===== src/rtl/rsp_s2_prep_ahb_pkg.sv =====
// Shared AHB-Lite encodings and the register-bank responder state encoding
// for the rsp_s2_prep interconnect responders.
package rsp_s2_prep_ahb_pkg;

    typedef enum logic [1:0] {
        HTRANS_IDLE   = 2'b00,
        HTRANS_BUSY   = 2'b01,
        HTRANS_NONSEQ = 2'b10,
        HTRANS_SEQ    = 2'b11
    } htrans_e;

    typedef enum logic [2:0] {
        HSIZE_BYTE = 3'b000,
        HSIZE_HALF = 3'b001,
        HSIZE_WORD = 3'b010
    } hsize_e;

    typedef enum logic {
        HRESP_OKAY  = 1'b0,
        HRESP_ERROR = 1'b1
    } hresp_e;

    typedef enum logic [2:0] {
        ST_IDLE,
        ST_WAIT,
        ST_DATA,
        ST_ERR1,
        ST_ERR2
    } regbank_state_e;

    // NONSEQ and SEQ both carry a data phase; IDLE and BUSY never do.
    function automatic logic is_trans_active(input logic [1:0] htrans);
        return htrans[1];
    endfunction

endpackage


===== src/rtl/rsp_s2_prep_ahb_bytestrb.sv =====
// Byte-lane strobe decode for 32-bit AHB-Lite responders: HSIZE plus
// HADDR[1:0] gives the lanes touched by a transfer (0 for unsupported sizes).
module rsp_s2_prep_ahb_bytestrb
    import rsp_s2_prep_ahb_pkg::*;
(
    input  logic [2:0] i_size,
    input  logic [1:0] i_offset,
    output logic [3:0] o_strb
);

    // NOTE: every signal written in always_comb gets a default first, so no
    // path through the block can leave it unassigned and infer a latch.
    always_comb begin
        o_strb = 4'b0000;
        case (i_size)
            HSIZE_BYTE: o_strb = 4'b0001 << i_offset;
            HSIZE_HALF: o_strb = i_offset[1] ? 4'b1100 : 4'b0011;
            HSIZE_WORD: o_strb = 4'b1111;
            default:    o_strb = 4'b0000;
        endcase
    end

endmodule


===== src/rtl/rsp_s2_prep_ahbl_regbank.sv =====
// AHB-Lite register-bank responder for one rsp_s2_prep MI port: NUM_REGS x 32-bit
// registers, byte-lane writes, WAIT_CYCLES wait states, two-cycle ERROR response.
// Optional macro RSP_S2_PREP_REGBANK_PRIV_EN: user-mode writes to the upper half error.
module rsp_s2_prep_ahbl_regbank
    import rsp_s2_prep_ahb_pkg::*;
#(
    parameter int          NUM_REGS    = 16,
    parameter int          ADDR_W      = 8,
    parameter int          WAIT_CYCLES = 0,
    parameter logic [31:0] RESET_VAL   = 32'h0000_0000
) (
    input  logic                     HCLK,
    input  logic                     HRESETn,
    input  logic                     HSEL,
    input  logic [ADDR_W-1:0]        HADDR,
    input  logic [1:0]               HTRANS,
    input  logic                     HWRITE,
    input  logic [2:0]               HSIZE,
    input  logic [3:0]               HPROT,
    input  logic [31:0]              HWDATA,
    input  logic                     HREADY,
    output logic [31:0]              HRDATA,
    output logic                     HREADYOUT,
    output logic                     HRESP,
    output logic [32*NUM_REGS-1:0]   reg_q,
    output logic [NUM_REGS-1:0]      reg_wr
);

    localparam int         IDX_W     = ADDR_W - 2;
    localparam logic [2:0] WAIT_LOAD = 3'((WAIT_CYCLES > 0) ? WAIT_CYCLES - 1 : 0);

    regbank_state_e   r_state;
    regbank_state_e   w_state_nxt;
    logic [2:0]       r_cnt;
    logic [2:0]       w_cnt_nxt;
    logic [IDX_W-1:0] r_idx;
    logic [3:0]       r_strb;
    logic             r_write;
    logic [31:0]      r_regs [NUM_REGS];

    logic [IDX_W-1:0] w_idx;
    logic [3:0]       w_strb;
    logic             w_accept;
    logic             w_err;
    logic             w_commit;
    logic             w_unused;

    assign w_idx    = HADDR[ADDR_W-1:2];
    assign w_unused = &{1'b0, HTRANS[0], HPROT};

    // A new address phase is only taken when no earlier data phase is stalling the bus.
    assign w_accept = HSEL & HREADY & is_trans_active(HTRANS)
                    & (r_state inside {ST_IDLE, ST_DATA, ST_ERR2});

    rsp_s2_prep_ahb_bytestrb u_bytestrb (
        .i_size   (HSIZE),
        .i_offset (HADDR[1:0]),
        .o_strb   (w_strb)
    );

    always_comb begin
        w_err = 1'b0;
        if (32'(w_idx) >= NUM_REGS)                           w_err = 1'b1;
        if (HSIZE > HSIZE_WORD)                               w_err = 1'b1;
        if (HSIZE == HSIZE_HALF && HADDR[0])                  w_err = 1'b1;
        if (HSIZE == HSIZE_WORD && HADDR[1:0] != 2'b00)       w_err = 1'b1;
`ifdef RSP_S2_PREP_REGBANK_PRIV_EN
        if (HWRITE && !HPROT[1] && 32'(w_idx) >= NUM_REGS / 2) w_err = 1'b1;
`endif
    end

    always_comb begin
        w_state_nxt = r_state;
        w_cnt_nxt   = r_cnt;
        case (r_state)
            ST_WAIT: begin
                if (r_cnt == 3'd0) w_state_nxt = ST_DATA;
                else               w_cnt_nxt   = r_cnt - 3'd1;
            end
            ST_ERR1: w_state_nxt = ST_ERR2;
            default: begin
                if (!w_accept) begin
                    w_state_nxt = ST_IDLE;
                end else if (w_err) begin
                    w_state_nxt = ST_ERR1;
                end else if (WAIT_CYCLES == 0) begin
                    w_state_nxt = ST_DATA;
                end else begin
                    w_state_nxt = ST_WAIT;
                    w_cnt_nxt   = WAIT_LOAD;
                end
            end
        endcase
    end

    // NOTE: sequential state uses non-blocking assignments so every flop
    // samples the pre-edge values regardless of statement order.
    always_ff @(posedge HCLK or negedge HRESETn) begin
        if (!HRESETn) begin
            r_state <= ST_IDLE;
            r_cnt   <= 3'd0;
            r_idx   <= '0;
            r_strb  <= 4'b0000;
            r_write <= 1'b0;
        end else begin
            r_state <= w_state_nxt;
            r_cnt   <= w_cnt_nxt;
            if (w_accept) begin
                r_idx   <= w_idx;
                r_strb  <= w_strb;
                r_write <= HWRITE;
            end
        end
    end

    assign w_commit  = (r_state == ST_DATA) && r_write;
    assign HREADYOUT = !(r_state == ST_WAIT || r_state == ST_ERR1);
    assign HRESP     = (r_state == ST_ERR1 || r_state == ST_ERR2) ? HRESP_ERROR : HRESP_OKAY;

    // NOTE: the bank is a set of control flops, not a RAM, so it is reset;
    // consumers see RESET_VAL on reg_q from the moment HRESETn asserts.
    always_ff @(posedge HCLK or negedge HRESETn) begin
        if (!HRESETn) begin
            for (int i = 0; i < NUM_REGS; i++) r_regs[i] <= RESET_VAL;
        end else if (w_commit) begin
            for (int i = 0; i < NUM_REGS; i++) begin
                if (r_idx == IDX_W'(i)) begin
                    for (int b = 0; b < 4; b++) begin
                        if (r_strb[b]) r_regs[i][8*b +: 8] <= HWDATA[8*b +: 8];
                    end
                end
            end
        end
    end

    always_comb begin
        HRDATA = '0;
        if (r_state == ST_DATA && !r_write) begin
            for (int i = 0; i < NUM_REGS; i++) begin
                if (r_idx == IDX_W'(i)) HRDATA = r_regs[i];
            end
        end
    end

    always_comb begin
        reg_wr = '0;
        for (int i = 0; i < NUM_REGS; i++) reg_wr[i] = w_commit && (r_idx == IDX_W'(i));
    end

    for (genvar g = 0; g < NUM_REGS; g++) begin : g_reg_q
        assign reg_q[32*g +: 32] = r_regs[g];
    end

endmodule


===== config.mk =====
export PLATFORM = sky130hd
export DESIGN_NAME = rsp_s2_prep_ahbl_regbank
export DESIGN_NICKNAME = d
export VERILOG_FILES = /design/src/rtl/rsp_s2_prep_ahb_pkg.sv /design/src/rtl/rsp_s2_prep_ahb_bytestrb.sv /design/src/rtl/rsp_s2_prep_ahbl_regbank.sv
export SDC_FILE = /design/constraint.sdc
export NUM_CORES = 1
export LEC_CHECK = 0
export CAP_MARGIN = 30
export CORE_MARGIN = 2
export CORE_UTILIZATION = 32
export CTS_BUF_LIST = sky130_fd_sc_hd__clkbuf_4 sky130_fd_sc_hd__clkbuf_8
export CTS_CLUSTER_SIZE = 24
export DETAILED_ROUTE_END_ITERATION = 12
export GPL_TIMING_DRIVEN = 0
export PLACE_DENSITY = 0.62
export SLEW_MARGIN = 25
export SYNTH_ARGS = -nofsm -noshare
export SYNTH_HDL_FRONTEND = slang
export SYNTH_HIERARCHICAL = 1
export SYNTH_SLANG_ARGS = --single-unit

===== constraint.sdc =====
create_clock -name HCLK -period 6.95 [get_ports HCLK]
set_input_delay 1.39 -clock HCLK [delete_from_list [all_inputs] [get_ports HCLK]]
set_output_delay 1.39 -clock HCLK [all_outputs]
set_load 0.01 [all_outputs]

=== Yosys cells after proc, flatten, opt, wreduce, memory -nomap -nowiden ===
Cells that the tools add are included.

* Input port bits: 54
* Flip-flop bits (word level): 529

* Add/sub/neg operators: 1
* Equal/unequal tests: 22
* Reduce and logical (&&, ||, !) cells: 95
* Bitwise operators: 4
* Multiplexer cells: 28
* Shifts and indexed selects: 1
* Order comparisons: 2

{| class="wikitable"
|+ Operator list
! operator !! count
|-
| $mux 32 || 17
|-
| $reduce_and 3->1 || 64
|-
| $eq 6x4->1 const B || 8
|-
| $eq 6x3->1 const B || 4
|-
| $logic_and 1x1->1 || 20
|-
| $eq 6x2->1 const B || 2
|-
| $pmux 4 s3 || 1
|-
| $eq 3x2->1 const B || 3
|-
| $logic_not 3->1 || 3
|-
| $eq 3x1->1 const B || 2
|-
| $eq 6x1->1 const B || 1
|-
| $ge 6x5->1 const B || 1
|-
| $logic_not 6->1 || 1
|-
| $mux 1 || 6
|-
| $pmux 3 s2 || 1
|-
| $mux 4 || 1
|-
| $shl 1x2->4 const A || 1
|-
| $and 1x1->1 || 3
|-
| $eq 3x3->1 const B || 1
|-
| $gt 3x2->1 const B || 1
|-
| $mux 3 || 1
|-
| $reduce_bool 3->1 || 1
|-
| $sub 3x1->3 const B || 1
|-
| $logic_not 1->1 || 2
|-
| other kinds (6) || 7
|}

=== Logic depth before layout (Yosys ltp) ===
* Depth after elaboration: 18
* Gate-level depth with buffers: 11
* Gate-level depth less buffers: 6

=== By module ===
The synthesis kept the hierarchy.

{| class="wikitable"
|+ Modules (own cells, without submodules)
! module !! seq. area each (sq um) !! cells an instance !! times used !! area each (sq um)
|-
| rsp_s2_prep_ahbl_regbank || 13237.7 || 1891 || 1 || 24458.5
|-
| rsp_s2_prep_ahb_bytestrb || 0.0 || 12 || 1 || 58.8
|}

=== Worst setup path before layout ===
OpenSTA, ideal clock, no wires.

* Path type: register -> output
* Start: reg r_idx[5]
* End: out HRDATA[9]
* Buffers on the path: 3
* Arrival time: 2.321 ns
* Setup slack: 3.239 ns
* Cell stages (with the launch flop): 10
* Data required time: 5.560 ns
* Path through: dfrtp_1 buf_6 or4b_4 buf_6 nor2_4 buf_6 a221o_1 o21ai_0 and4_1 a2111oi_0

* Longest elaborated chain between the ends: 18
* Elaborated cells between the ends (all ways): 33
* Classes of those cells: 15 x eq/ne; 17 x mux; 1 x reduce/logical

{| class="wikitable"
|+ RTL lines
! element !! RTL line !! source
|-
| start, declared || rsp_s2_prep_ahbl_regbank.sv:36 || <nowiki>logic [IDX_W-1:0] r_idx;</nowiki>
|-
| start signal, assigned || rsp_s2_prep_ahbl_regbank.sv:109 || <nowiki>r_idx <= w_idx;</nowiki>
|-
| $logic_not 6->1 || rsp_s2_prep_ahbl_regbank.sv:140 || <nowiki>if (r_idx == IDX_W'(i)) HRDATA = r_regs[i];</nowiki>
|-
| $mux 32 (15 in a row) || rsp_s2_prep_ahbl_regbank.sv:140 ||
|-
| $mux 32 (*) || rsp_s2_prep_ahbl_regbank.sv:140 ||
|-
| $mux 32 (*) || rsp_s2_prep_ahbl_regbank.sv:138 || <nowiki>if (r_state == ST_DATA && !r_write) begin</nowiki>
|-
| end, declared || rsp_s2_prep_ahbl_regbank.sv:22 || <nowiki>output logic [31:0] HRDATA,</nowiki>
|}

Every way passes the cells marked *; elsewhere a longest branch is shown, timed or not.

=== Worst setup path in the final report ===
* Start: reg r_idx[0]
* End: out HRDATA[0]

The elaborated chain is that of the path after synthesis.

==> flow_summary.toml <==
[sta]
setup_tns_ns = 0
portion_of_the_clock_cycle_consumed_by_the_worst_path_in_the_final_layout_pct = 98.8
final_setup_margin_ns = 0.0805
maxClockFrequency_mhz = 146
max_slew_margin_pct = 24.2
final.setup_skew_ns = 0.0300
grt_setup_unrepaired = "false"
worst-slew-pin-transition_ns = 1.14
hold_viol = 0
report.final.slew_viol_count = 0
layout_min_cycle_time_ns = 6.87
finalSetupViolCount = 0

[critical_path]
critical_path.endpoint_type = "output pin"
reg2reg_from = "r_idx[0]"
reg2regPathDepth = 8
rrSetupSlack_ns = 2.66
timing.rr.end = "reg_q[136]"
critPathKind = "reg2out"
timing.critical_path.arrival_ns = 5.48
start_kind = "register"
critPathRequiredTime_ns = 5.56
worstPathMaxFanout = 10

[layout]
filler_cell_count = 7014
finish.net_count = 2681
synth_to_final_area_change_pct = 39.5
multi_input_comb_area_sq_um = 10700
layout.area.seq_sq_um = 13200
final_cells = 3729
drive_gt1_share_pct = 30.9
final_core_utilization_pct = 45.0

[logic_synthesis]
synth_common_cells = "mux2_2, dfrtp_1, nand2_1"
cell_type_with_the_largest_total_area_after_synthesis = "dfrtp_1"
most_frequent_cell_after_synthesis = "mux2_2"
syn_nets = 1959
async_flop_share_pct = 100
number_of_enable_flip_flop_cells_after_synthesis = 0
number_of_warnings_reported_in_the_yosys_synthesis_log = 6
synth_seq_area_share_pct = 54.0
avgSynthCellArea_sq_um = 12.9
yosys.cell_types.count = 67
post_synth_main_area_contributors = "dfrtp_1, mux2_2, mux4_2, nand2_1, o21ai_0"
ys_seq_elements = 529
synth_area_sq_um = 24500
synth_top_area_share_pct = 54.0
synth_ff_type = "dfrtp_1"
syn_inst = 1903

[global_route]
via_count_of_the_first_global_routing_pass = 21449
globalRoute.totalOverflow = 0
grt_pass1_wl_mm = 179
grt_util_all_layers_pct = 33.0
grt_start_max_net_pins = 95
grt_antenna_before_repair = 6

[route]
drt_wl_total_mm = 133
routed-via-count = 21713
detail_route.iter0.violations = 2345
route.detailed.drc = 0
wl_per_cell_um = 35.7
drt-pass1-iter-count = 8
avgViaCountPerCell = 5.82
route.antenna.remaining_nets = 0

[worst_hold_path]
hold_start = "r_cnt[1]"
timing.hold.worst.class = "reg2reg"
hold_path_depth = 2
worstHoldEndpoint = "r_cnt[1]"

[placed_design]
dpl.hpwl_mm = 100
pre_cts_ws_ns = 0.945
gpl.final_weighted_congestion = 0.936
placedCellCount = 3558
buffer_ports.inserted = 610

[floorplan]
floorplan.die_area_sq_um = 78800
floorplan_die_width_um = 281
floorplan.rows = 101
start_util_pct = 32.3
die_h_um = 281
ports_placed_on_the_boundary = 616
fp.coreArea_sq_um = 75900

[clock_tree]
hold_buffers = 0
cts_root_buf = "clkbuf_8"
clock_tree_from_tritoncts = "done"
post-cts-setup-buffer-count = 0
clk_transition_reported_paths_ns = 0.07
cts_max_path_buffers = 3
post_cts_resized = 0
htreeDepth = 3
cts_sinks = 529
cts_inserted_buffers = 95
clock_insertion_delay_worst_skew_ns = 0.72

[pwr]
ir_drop_mv = 0.140
power.net_switching_mw = 2.76
power.sequential.fraction_pct = 40.4
p_leak_nw = 13.6
share_clk_of_total_power_pct = 36.9
cellPowerDensity_nw_per_um2 = 247
p_comb_share_pct = 22.7
power_switching_share_pct = 32.6
cellInternalPower_mw = 5.69

[flow_run]
drv_cap = 0

[status]
status = "finished, final reports clean"
-- cells in the final DEF, fill, tap and decap left out, types with 8 or more instances in the layout --
cell,netlist,routed
dfrtp_1,529,529
nand2_1,120,120
clkbuf_8,0,116
inv_1,12,12
mux2_2,540,540
o21ai_0,85,85
o22ai_1,40,40
clkdlybuf4s50_1,0,609
buf_6,4,11
clkinv_2,0,10
nor2_1,70,69
o221ai_1,8,8
or4_1,8,8
buf_2,28,31
or3_1,8,8
a21oi_1,58,58
a211oi_1,17,17
clkbuf_2,0,13
mux2_1,8,8
a22o_1,9,9
nor2b_1,10,9
clkbuf_1,80,67
mux4_2,28,28
a31oi_1,15,15
nand2_2,8,8
a221oi_1,10,10
mux2i_1,16,16
a22oi_1,36,36
clkbuf_4,0,33
nor3_1,22,21
nand3_1,21,21
nand2b_1,13,13
-- routing by layer --
layer | wire length (um) | track usage, %
met1 | 53200 | 42.9
met2 | 59300 | 50.3
met3 | 13600 | 9.64
met4 | 7170 | 16.0
met5 | 26 | 0
-- power by group through the flow --
| stage | Combinational, mW | Sequential (mW) | Clock [mW] |
|---|---|---|---|
| after floorplan | 0.712 | 3.48 | 0 |
| after global placement | 1.84 | 3.46 | 0 |
| after detailed placement | 1.88 | 3.46 | 0 |
| after CTS | 1.88 | 3.41 | 3.14 |
| after global routing | 1.97 | 3.43 | 3.28 |
| final | 1.92 | 3.42 | 3.12 |
-- cells by family after synthesis --
logic type | Yosys count | synth area share, %
XOR/XNOR | 1 | 0.0357
AND/OR/NAND/NOR | 315 | 6.24
multiplexers | 592 | 28.4
buffers and inverters | 135 | 2.39
adder cells (fa/ha/maj) | 2 | 0.102
AO/OA/AOI/OAI | 329 | 8.84
flip-flops | 529 | 54.0
-- metrics by stage --
step	hold slack [ns]	power [mW]	instance area [sq um]
after floorplan	0.450	4.19	24500
after global placement	0.482	5.30	31900
after detailed placement	0.494	5.34	32200
after CTS	0.508	8.44	34200
after global routing	0.540	8.68	34200
final	0.505	8.45	34200
-- flip-flops by register name, summed over array words and instances (netlist names) --
name,flops
r_write,1
r_state,3
reg_q,512
r_strb,4
r_cnt,3
r_idx,6
-- worst max-delay path by stage --
stage               startpoint    endpoint  cells past startpoint
floorplan             r_idx[5]   HRDATA[9]                      9
global placement       HRESETn  reg_q[434]                      1
CTS                   r_idx[0]   HRDATA[0]                     10
detailed placement    r_idx[0]   HRDATA[0]                     10
finish                r_idx[0]   HRDATA[0]                     10
global route          r_idx[0]   HRDATA[0]                     10
-- critical path, cell delays in order, from the launching register on --
cell and delay (ns):
dfrtp_1 0.32, buf_4 0.20, buf_2 0.53, nand2_1 0.53, nor2_1 0.77, buf_2 0.54
nand2_1 0.09, o21ai_0 0.11, o221ai_1 0.35, a211oi_1 0.61, clkdlybuf4s50_1 0.66
-- final cells by class --
type                            count  share of cell area [%]
Inverter                           12                   0.132
Timing Repair Buffer              625                    18.6
Sequential cell                   529                    38.7
Clock buffer                      149                    5.39
Tap cell                         1030                    3.77
Buffer                            123                    1.64
Clock inverter                     17                   0.399
Multi-Input combinational cell   1239                    31.3
Antenna cell                        5                  0.0366
(Power assumes the default switching activity.)
